**src/rtl/vtage_pkg.sv**
```systemverilog
// Shared types and hash helpers for the VTAGE front-stage index/tag generation.
// Folds and hashes return 32-bit values; callers truncate to their own widths.
package vtage_pkg;

  localparam int NUM_PRED_DEF  = 2;
  localparam int TAG_WIDTH_DEF = 8;
  localparam int HIST_LEN_DEF  = 16;
  localparam int HIST_MAX      = 64;

  typedef struct packed {
    logic [31:0] index;
    logic [31:0] tag;
    logic        valid;
  } fw_req_t;

  // XOR of consecutive w-bit chunks of the low hist_len bits, LSB first.
  function automatic logic [31:0] vtage_fold(input logic [HIST_MAX-1:0] h,
                                             input int hist_len, input int w);
    logic [31:0] r;
    r = '0;
    for (int i = 0; i < HIST_MAX; i++) begin
      if (i < hist_len) r[i % w] = r[i % w] ^ h[i];
    end
    return r;
  endfunction

  function automatic logic [31:0] vtage_hash_index(input logic [31:0] pc,
                                                   input logic [HIST_MAX-1:0] h,
                                                   input int hist_len, input int iw);
    return (pc >> 2) ^ vtage_fold(h, hist_len, iw);
  endfunction

  function automatic logic [31:0] vtage_hash_tag(input logic [31:0] pc,
                                                 input logic [HIST_MAX-1:0] h,
                                                 input int hist_len, input int iw,
                                                 input int tw);
    return (pc >> (2 + iw)) ^ vtage_fold(h, hist_len, tw)
           ^ (vtage_fold(h, hist_len, tw - 1) << 1);
  endfunction

endpackage

```
**src/rtl/vtage_ghr.sv**
```systemverilog
// Global branch history register: ordered multi-slot shift-in with restore override.
module vtage_ghr
  import vtage_pkg::*;
#(
  parameter int P_NUM_PRED = NUM_PRED_DEF,
  parameter int P_HIST_LEN = HIST_LEN_DEF
) (
  input  logic                  clk_i,
  input  logic                  rst_i,
  input  logic [P_NUM_PRED-1:0] br_valid_i,
  input  logic [P_NUM_PRED-1:0] br_taken_i,
  input  logic                  restore_valid_i,
  input  logic [P_HIST_LEN-1:0] restore_hist_i,
  output logic [P_HIST_LEN-1:0] ghr_o
);

  logic [P_HIST_LEN-1:0] ghr_q, ghr_d;

  // Lower slots shift in first, so the highest valid slot ends up in bit 0.
  always_comb begin
    ghr_d = ghr_q;
    for (int s = 0; s < P_NUM_PRED; s++) begin
      if (br_valid_i[s]) ghr_d = {ghr_d[P_HIST_LEN-2:0], br_taken_i[s]};
    end
    if (restore_valid_i) ghr_d = restore_hist_i;
  end

  always_ff @(posedge clk_i) begin
    if (rst_i) ghr_q <= '0;
    else       ghr_q <= ghr_d;
  end

  assign ghr_o = ghr_q;

endmodule

```
**src/rtl/vtage_index_gen.sv**
```systemverilog
// VTAGE bank front stage: hashes request PCs with folded GHR into a registered
// forward-lookup bus, and exports the GHR snapshot used for that lookup.
module vtage_index_gen
  import vtage_pkg::*;
#(
  parameter int P_BANK         = 1,
  parameter int P_NUM_PRED     = NUM_PRED_DEF,
  parameter int P_NUM_ENTRIES  = 256,
  parameter int P_TAG_WIDTH    = TAG_WIDTH_DEF,
  parameter int P_HIST_LEN     = HIST_LEN_DEF,
  localparam int LP_INDEX_WIDTH = $clog2(P_NUM_ENTRIES)
) (
  input  logic                                      clk_i,
  input  logic                                      rst_i,
  input  logic [P_NUM_PRED-1:0][31:0]               req_pc_i,
  input  logic [P_NUM_PRED-1:0]                     req_valid_i,
  input  logic                                      stall_i,
  input  logic [P_NUM_PRED-1:0]                     br_valid_i,
  input  logic [P_NUM_PRED-1:0]                     br_taken_i,
  input  logic                                      restore_valid_i,
  input  logic [P_HIST_LEN-1:0]                     restore_hist_i,
  output logic [P_NUM_PRED-1:0][LP_INDEX_WIDTH-1:0] fw_index_o,
  output logic [P_NUM_PRED-1:0][P_TAG_WIDTH-1:0]    fw_tag_o,
  output logic [P_NUM_PRED-1:0]                     fw_valid_o,
  output logic [P_HIST_LEN-1:0]                     hist_snapshot_o
);

  logic [P_HIST_LEN-1:0] ghr;
  logic [HIST_MAX-1:0]   hash_hist;

  logic [P_NUM_PRED-1:0][LP_INDEX_WIDTH-1:0] fw_index_q, fw_index_d;
  logic [P_NUM_PRED-1:0][P_TAG_WIDTH-1:0]    fw_tag_q, fw_tag_d;
  logic [P_NUM_PRED-1:0]                     fw_valid_q;
  logic [P_HIST_LEN-1:0]                     hist_snapshot_q;

  vtage_ghr #(
    .P_NUM_PRED (P_NUM_PRED),
    .P_HIST_LEN (P_HIST_LEN)
  ) u_ghr (
    .clk_i           (clk_i),
    .rst_i           (rst_i),
    .br_valid_i      (br_valid_i),
    .br_taken_i      (br_taken_i),
    .restore_valid_i (restore_valid_i),
    .restore_hist_i  (restore_hist_i),
    .ghr_o           (ghr)
  );

  // The base bank is PC-only: feeding zero history makes every fold term vanish.
  assign hash_hist = (P_BANK == 0) ? '0 : HIST_MAX'(ghr);

  always_comb begin
    fw_index_d = '0;
    fw_tag_d   = '0;
    for (int s = 0; s < P_NUM_PRED; s++) begin
      fw_index_d[s] = LP_INDEX_WIDTH'(vtage_hash_index(req_pc_i[s], hash_hist,
                                                       P_HIST_LEN, LP_INDEX_WIDTH));
      fw_tag_d[s]   = P_TAG_WIDTH'(vtage_hash_tag(req_pc_i[s], hash_hist, P_HIST_LEN,
                                                  LP_INDEX_WIDTH, P_TAG_WIDTH));
    end
  end

  // Restore flushes even under stall; requests seen during stall are dropped.
  always_ff @(posedge clk_i) begin
    if (rst_i) begin
      fw_index_q      <= '0;
      fw_tag_q        <= '0;
      fw_valid_q      <= '0;
      hist_snapshot_q <= '0;
    end else if (restore_valid_i) begin
      fw_valid_q <= '0;
    end else if (!stall_i) begin
      fw_index_q      <= fw_index_d;
      fw_tag_q        <= fw_tag_d;
      fw_valid_q      <= req_valid_i;
      hist_snapshot_q <= ghr;
    end
  end

  assign fw_index_o      = fw_index_q;
  assign fw_tag_o        = fw_tag_q;
  assign fw_valid_o      = fw_valid_q;
  assign hist_snapshot_o = hist_snapshot_q;

endmodule

```
**config.mk**
```make
export PLATFORM = sky130hd
export DESIGN_NAME = vtage_index_gen
export DESIGN_NICKNAME = d
export VERILOG_FILES = /design/src/rtl/vtage_pkg.sv /design/src/rtl/vtage_ghr.sv /design/src/rtl/vtage_index_gen.sv
export SDC_FILE = /design/constraint.sdc
export NUM_CORES = 1
export LEC_CHECK = 0
export ABC_CLOCK_PERIOD_IN_PS = 2000
export BUFFER_PORTS_ARGS = -buffer_cell sky130_fd_sc_hd__buf_2
export CORE_MARGIN = 5
export CORE_UTILIZATION = 49
export DETAILED_ROUTE_END_ITERATION = 12
export GPL_ROUTABILITY_DRIVEN = 0
export MAX_ROUTING_LAYER = met4
export PLACE_DENSITY = 0.77
export SKIP_CTS_REPAIR_TIMING = 1
export SLEW_MARGIN = 5
export SYNTH_ARGS = -nofsm -noshare
export SYNTH_HDL_FRONTEND = slang
export SYNTH_SLANG_ARGS = --single-unit
```
**constraint.sdc**
```tcl
create_clock -name clk_i -period 2 [get_ports clk_i]
set_clock_uncertainty 0.05 [all_clocks]
set_input_delay 0.4 -clock clk_i [delete_from_list [all_inputs] [get_ports clk_i]]
set_output_delay 0.4 -clock clk_i [all_outputs]
set_load 0.02 [all_outputs]
```
* After elaboration in Yosys (flattened, before gate mapping)
Index checks and enable logic that the tools add are counted.
Operators by class: bitwise gates (word level) 25, reductions and logical operators 3, multiplexer cells 3
Operators by type and width (count):
- 16-bit 2-to-1 mux | 3
- 8-bit bitwise XOR | 6
- 1-bit bitwise XOR | 17
- 3-bit nonzero test | 1
- 1-bit inverter | 2
- 2-bit AND reduction | 1
- 2-bit OR reduction | 1
Word-level totals: word-level logic and storage cells 39, bits in registers 66, input port bits 90

* Longest topological paths before layout
depth after elaboration 3, mapped depth 5

* By module
From an unflattened synthesis, not the netlist that was laid out.
Second synthesis, totals: cells, all modules 352, area, all modules 3659.8 µm²
By module, submodules not included:
- vtage_index_gen | sequential area each 1001.0 µm², times used 1, cells each 257, area each 2718.9 µm²
- vtage_ghr | sequential area each 320.3 µm², times used 1, cells each 95, area each 940.9 µm²

* Worst setup path before layout
No wires, ideal clock.
path kind input port to flip-flop, start point input port br_valid_i[1], end point register u_ghr.ghr_q[10] (netlist: u_ghr.ghr_o[10]), data arrival time 1.316 ns, stages 5, setup slack 0.549 ns, cell sequence buf_2 nand2_1 clkbuf_1 o221ai_1 a211oi_1
Between the ends: longest elaborated chain between the ends 2
RTL lines:
- start, declared | line vtage_index_gen.sv:18 | input logic [P_NUM_PRED-1:0] br_valid_i,
- 16-bit 2-to-1 mux | line vtage_ghr.sv:23 | if (br_valid_i[s]) ghr_d = {ghr_d[P_HIST_LEN-2:0], br_taken_i[s]};
- 16-bit 2-to-1 mux | line vtage_ghr.sv:25 | if (restore_valid_i) ghr_d = restore_hist_i;
- end signal, assigned | line vtage_ghr.sv:30 | else ghr_q <= ghr_d;
- end, declared | line vtage_ghr.sv:17 | logic [P_HIST_LEN-1:0] ghr_q, ghr_d;
Every way passes these cells. A chain may end at the register's enable or synchronous reset.

* Worst setup path after layout
start point register u_ghr.ghr_q[1] (netlist: u_ghr.ghr_o[1]), end point register fw_tag_q, in the netlist fw_tag_o[10]
Between the ends: longest elaborated chain between the ends 3
RTL lines:
- 1-bit bitwise XOR (2 in series) | line vtage_pkg.sv:22 | if (i < hist_len) r[i % w] = r[i % w] ^ h[i];
- 8-bit bitwise XOR | line vtage_pkg.sv:38 | ^ (vtage_fold(h, hist_len, tw - 1) << 1);
- end signal, assigned | line vtage_index_gen.sv:74 | fw_tag_q <= fw_tag_d;
- end, declared | line vtage_index_gen.sv:32 | logic [P_NUM_PRED-1:0][P_TAG_WIDTH-1:0] fw_tag_q, fw_tag_d;
Every way passes these cells.

==> out/metrics.csv <==
stage;metric;value;unit
power;power.density_cell_area;806.4;nW/um^2
logic_synthesis;synth_fp_nets;447;
final_layout;register_area;1321;um^2
floorplanning;chipHeight;95.14;um
setup_path;worst-r2r-setup-slack;0.41;ns
setup_path;end_kind;flop;
route;detailedRoute.firstIterationViolations;277;
min_path;startpoint_of_the_lowest_slack_hold_path;restore_hist_i[5];
timing;post-route-worst-setup-slack;0.4083;ns
route;drcViolationCount;0;
final_layout;layout.cell_area.non_filler;4324;um^2
setup_path;cp-endpoint;fw_tag_o[10];
logic_synthesis;netlist_area_before_placement;3552;um^2
power;switching_share;0.2933;
floorplanning;placeableCoreArea;7137;um^2
final_layout;final_nets;539;
setup_path;critical-path-top-cell-by-count;xor3_1;
setup_path;timing.rr.end;fw_tag_o[10];
global_route;grt_first_pass_wirelength;14280;um
logic_synthesis;postSynthRegisterBits;66;
power;power_frac_clock;0.291;
setup_path;cp_num_cells;3;
timing;rsz0062_at_grt;false;
route;detail_route.wirelength;9325;um
setup_path;worst_ep_arrival_time;1.80;ns
global_route;vias_in_the_first_global_route;2925;
route;drt-pass1-iter-count;4;
route;antenna_violating_nets_post_route;0;
setup_path;worst_setup_start_kind;flop;
setup_path;worst_path_dominant_cell_family;XOR/XNOR gates;
placed_design;placement.setup.worst_slack;0.1575;ns
power;p_switching;1.023;mW
logic_synthesis;synthDistinctLibCells;26;
logic_synthesis;synth_ff_type;dfxtp_1;
final_layout;multi_input_area;2051;um^2
timing;setup_viol;0;
setup_path;critPathLaunch;u_ghr.ghr_o[1];
floorplanning;design.die.area;9052;um^2
power;cellInternalPower;2.464;mW
timing;setup_tns;0;ns
final_layout;layout_commonest_cell;buf_2;
logic_synthesis;postSynthCellCount;357;
power;p_total;3.487;mW
clock_tree;clock_path_buffers;2;
floorplanning;initial_standard_cell_utilization_of_the_core;0.4977;
setup_path;critical_path.cell_chain;xor3_1 > xor3_1 > a211oi_1;
final_layout;final_layout_size_suffix_gt1_frac;0.3245;
power;power.ir.vdd_worst;0.0005299;V
power;power.share.combinational;0.274;
final_layout;final_core_util;0.6059;
placed_design;dp_wirelength;6500;um
floorplanning;num_rows;31;
final_layout;antenna-diode-count;0;
floorplanning;die_x;95.14;um
status;result_of_the_run;finished, final reports clean;
route;via_per_inst;5.379;
setup_path;timing.critical_path.slowest_cell_delay;0.57;ns
timing;slew_violations;0;
timing;max-slew-margin-rel;0.4320;
setup_path;criticalPathCategory;flop to flop;
setup_path;rr_worst_depth;3;
clock_tree;cts.root.buffer_cell;clkbuf_8;
timing;max_clk_rate;628.2;MHz
flow_run;drv_cap;0;
logic_synthesis;syn-mean-instance-area;9.950;um^2
timing;final-hold-violation-count;0;
global_route;grt_max_degree;67;
logic_synthesis;synth-edff-count;0;
timing;finalWorstPathRequiredPeriod;1.592;ns
floorplanning;io-pin-count;140;
route;route.detailed.wl_per_inst;16.89;um
final_layout;flow.area_growth_from_synthesis;21.73;%
setup_path;path_buf_inv;0;
setup_path;timing.critical_path.fanout_max;8;
clock_tree;h-tree-depth;3;
setup_path;timing.critical_path.required;2.21;ns
logic_synthesis;ys.warnings.count;0;
final_layout;most_used_cells_in_the_layout_excluding_fill_and_tap_cells;buf_2, nand2_1, dfxtp_1, a21oi_1, xor3_1;
global_route;gr-usage-all-layers;0.2167;
clock_tree;total_clock_buffers_created_by_cts;9;
global_route;grt_antenna_before_repair;0;
setup_path;critical_path_top_delay_cell;dfxtp_1;
power;sequentialPowerShare;0.434;
timing;worst_pin_slew;0.8520;ns
placed_design;io_buffers;107;
timing;finalCritPeriodShare;0.7959;
setup_path;worstReg2RegStart;u_ghr.ghr_o[1];
logic_synthesis;asyncSetResetFlopFracSynth;0;
clock_tree;numClockSinks;66;
route;routed-via-count;2969;
placed_design;placedInstanceArea;4153;um^2
min_path;hold_path_class;input pin to flop;
clock_tree;cts_tree;done;
global_route;overflow;0;
clock_tree;clk_pin_slew;0.07;ns
final_layout;final.fill_count;653;
power;power.leakage;2.019;nW
clock_tree;worst_skew_pair.late_latency;0.34;ns
logic_synthesis;synth.yosys.seq_area_share;0.3720;
==> sequential cells by signal, summed over array words and instances (netlist names) <==
register and flops:
fw_index_o 16, fw_tag_o 16, fw_valid_o 2, hist_snapshot_o 16
u_ghr.ghr_o 16
==> per-stage QoR <==
| step | std cells | hold WS [ns] |
|---|---|---|
| after global placement | 537 | 0.3867 |
| after detailed placement | 537 | 0.3917 |
| final | 552 | 0.2730 |
| after floorplan | 357 | 0.4293 |
| after global routing | 552 | 0.2841 |
| after CTS | 552 | 0.2674 |
==> power by group through the flow <==
stage	clock network, mW	registers [mW]	logic [mW]
after floorplan	0	1.57	0.680
after global placement	0	1.54	0.938
after detailed placement	0	1.54	0.963
after CTS	1.03	1.52	0.966
after global routing	1.10	1.53	1.03
final	1.02	1.52	0.957
==> worst min-delay path by stage <==
stage | to | slack (ns) | depth (start not counted)
finish | u_ghr.ghr_o[5] | 0.27 | 3
global route | u_ghr.ghr_o[3] | 0.28 | 3
CTS | u_ghr.ghr_o[12] | 0.27 | 3
detailed placement | fw_index_o[5] | 0.39 | 2
global placement | fw_index_o[8] | 0.39 | 2
floorplan | fw_valid_o[0] | 0.43 | 1
==> per-layer routing <==
layer / share of wire / vias to the layer above / routed length [um] / global-route usage
met3: 0.068 / 17 / 634 / 0.04104
met1: 0.42 / 1409 / 3901 / 0.2671
li1: - / 1419 / - / -
met2: 0.49 / 124 / 4612 / 0.3516
met5: 0 / - / 0 / -
met4: 0.019 / 0 / 177 / 0.08534
==> area by class of cell <==
type | count | share of cell area
tap | 99 | 0.02865
inverter | 1 | 0.0008681
clock buffer | 13 | 0.03675
clock inverter | 2 | 0.002894
sequential | 66 | 0.3056
multi-input combinational | 250 | 0.4742
timing repair buffer | 121 | 0.1510
==> Yosys cell counts (2+ instances only) <==
| master | n | area share |
|---|---|---|
| nor3_1 | 2 | 0.0028 |
| nor2_1 | 20 | 0.021 |
| nand3b_1 | 10 | 0.021 |
| clkbuf_1 | 21 | 0.022 |
| dfxtp_1 | 66 | 0.37 |
| nand2_1 | 70 | 0.074 |
| xor3_1 | 20 | 0.13 |
| xnor2_2 | 6 | 0.027 |
| buf_4 | 2 | 0.0042 |
| mux2i_1 | 2 | 0.0056 |
| o21ai_0 | 10 | 0.014 |
| or3_1 | 16 | 0.028 |
| a211oi_1 | 19 | 0.040 |
| xnor2_1 | 7 | 0.017 |
| buf_2 | 15 | 0.021 |
| a21oi_1 | 35 | 0.049 |
| o221ai_1 | 15 | 0.037 |
| xnor3_1 | 10 | 0.063 |
| xor3_4 | 4 | 0.031 |
==> worst min-delay path: stages <==
cell and delay (ns):
buf_2 0.09, nor2_1 0.08, a211oi_1 0.05
==> logic make-up after synthesis <==
| group | Yosys count | synth area share |
|---|---|---|
| DFF | 66 | 0.3720 |
| xor gates and xnor gates | 47 | 0.2730 |
| and+or+nand+nor | 120 | 0.1508 |
| AOI/OAI and AO/OA | 80 | 0.1427 |
| buffers and inverters | 41 | 0.05283 |
| muxes | 3 | 0.008806 |
Power figures use the tool's default switching activity.
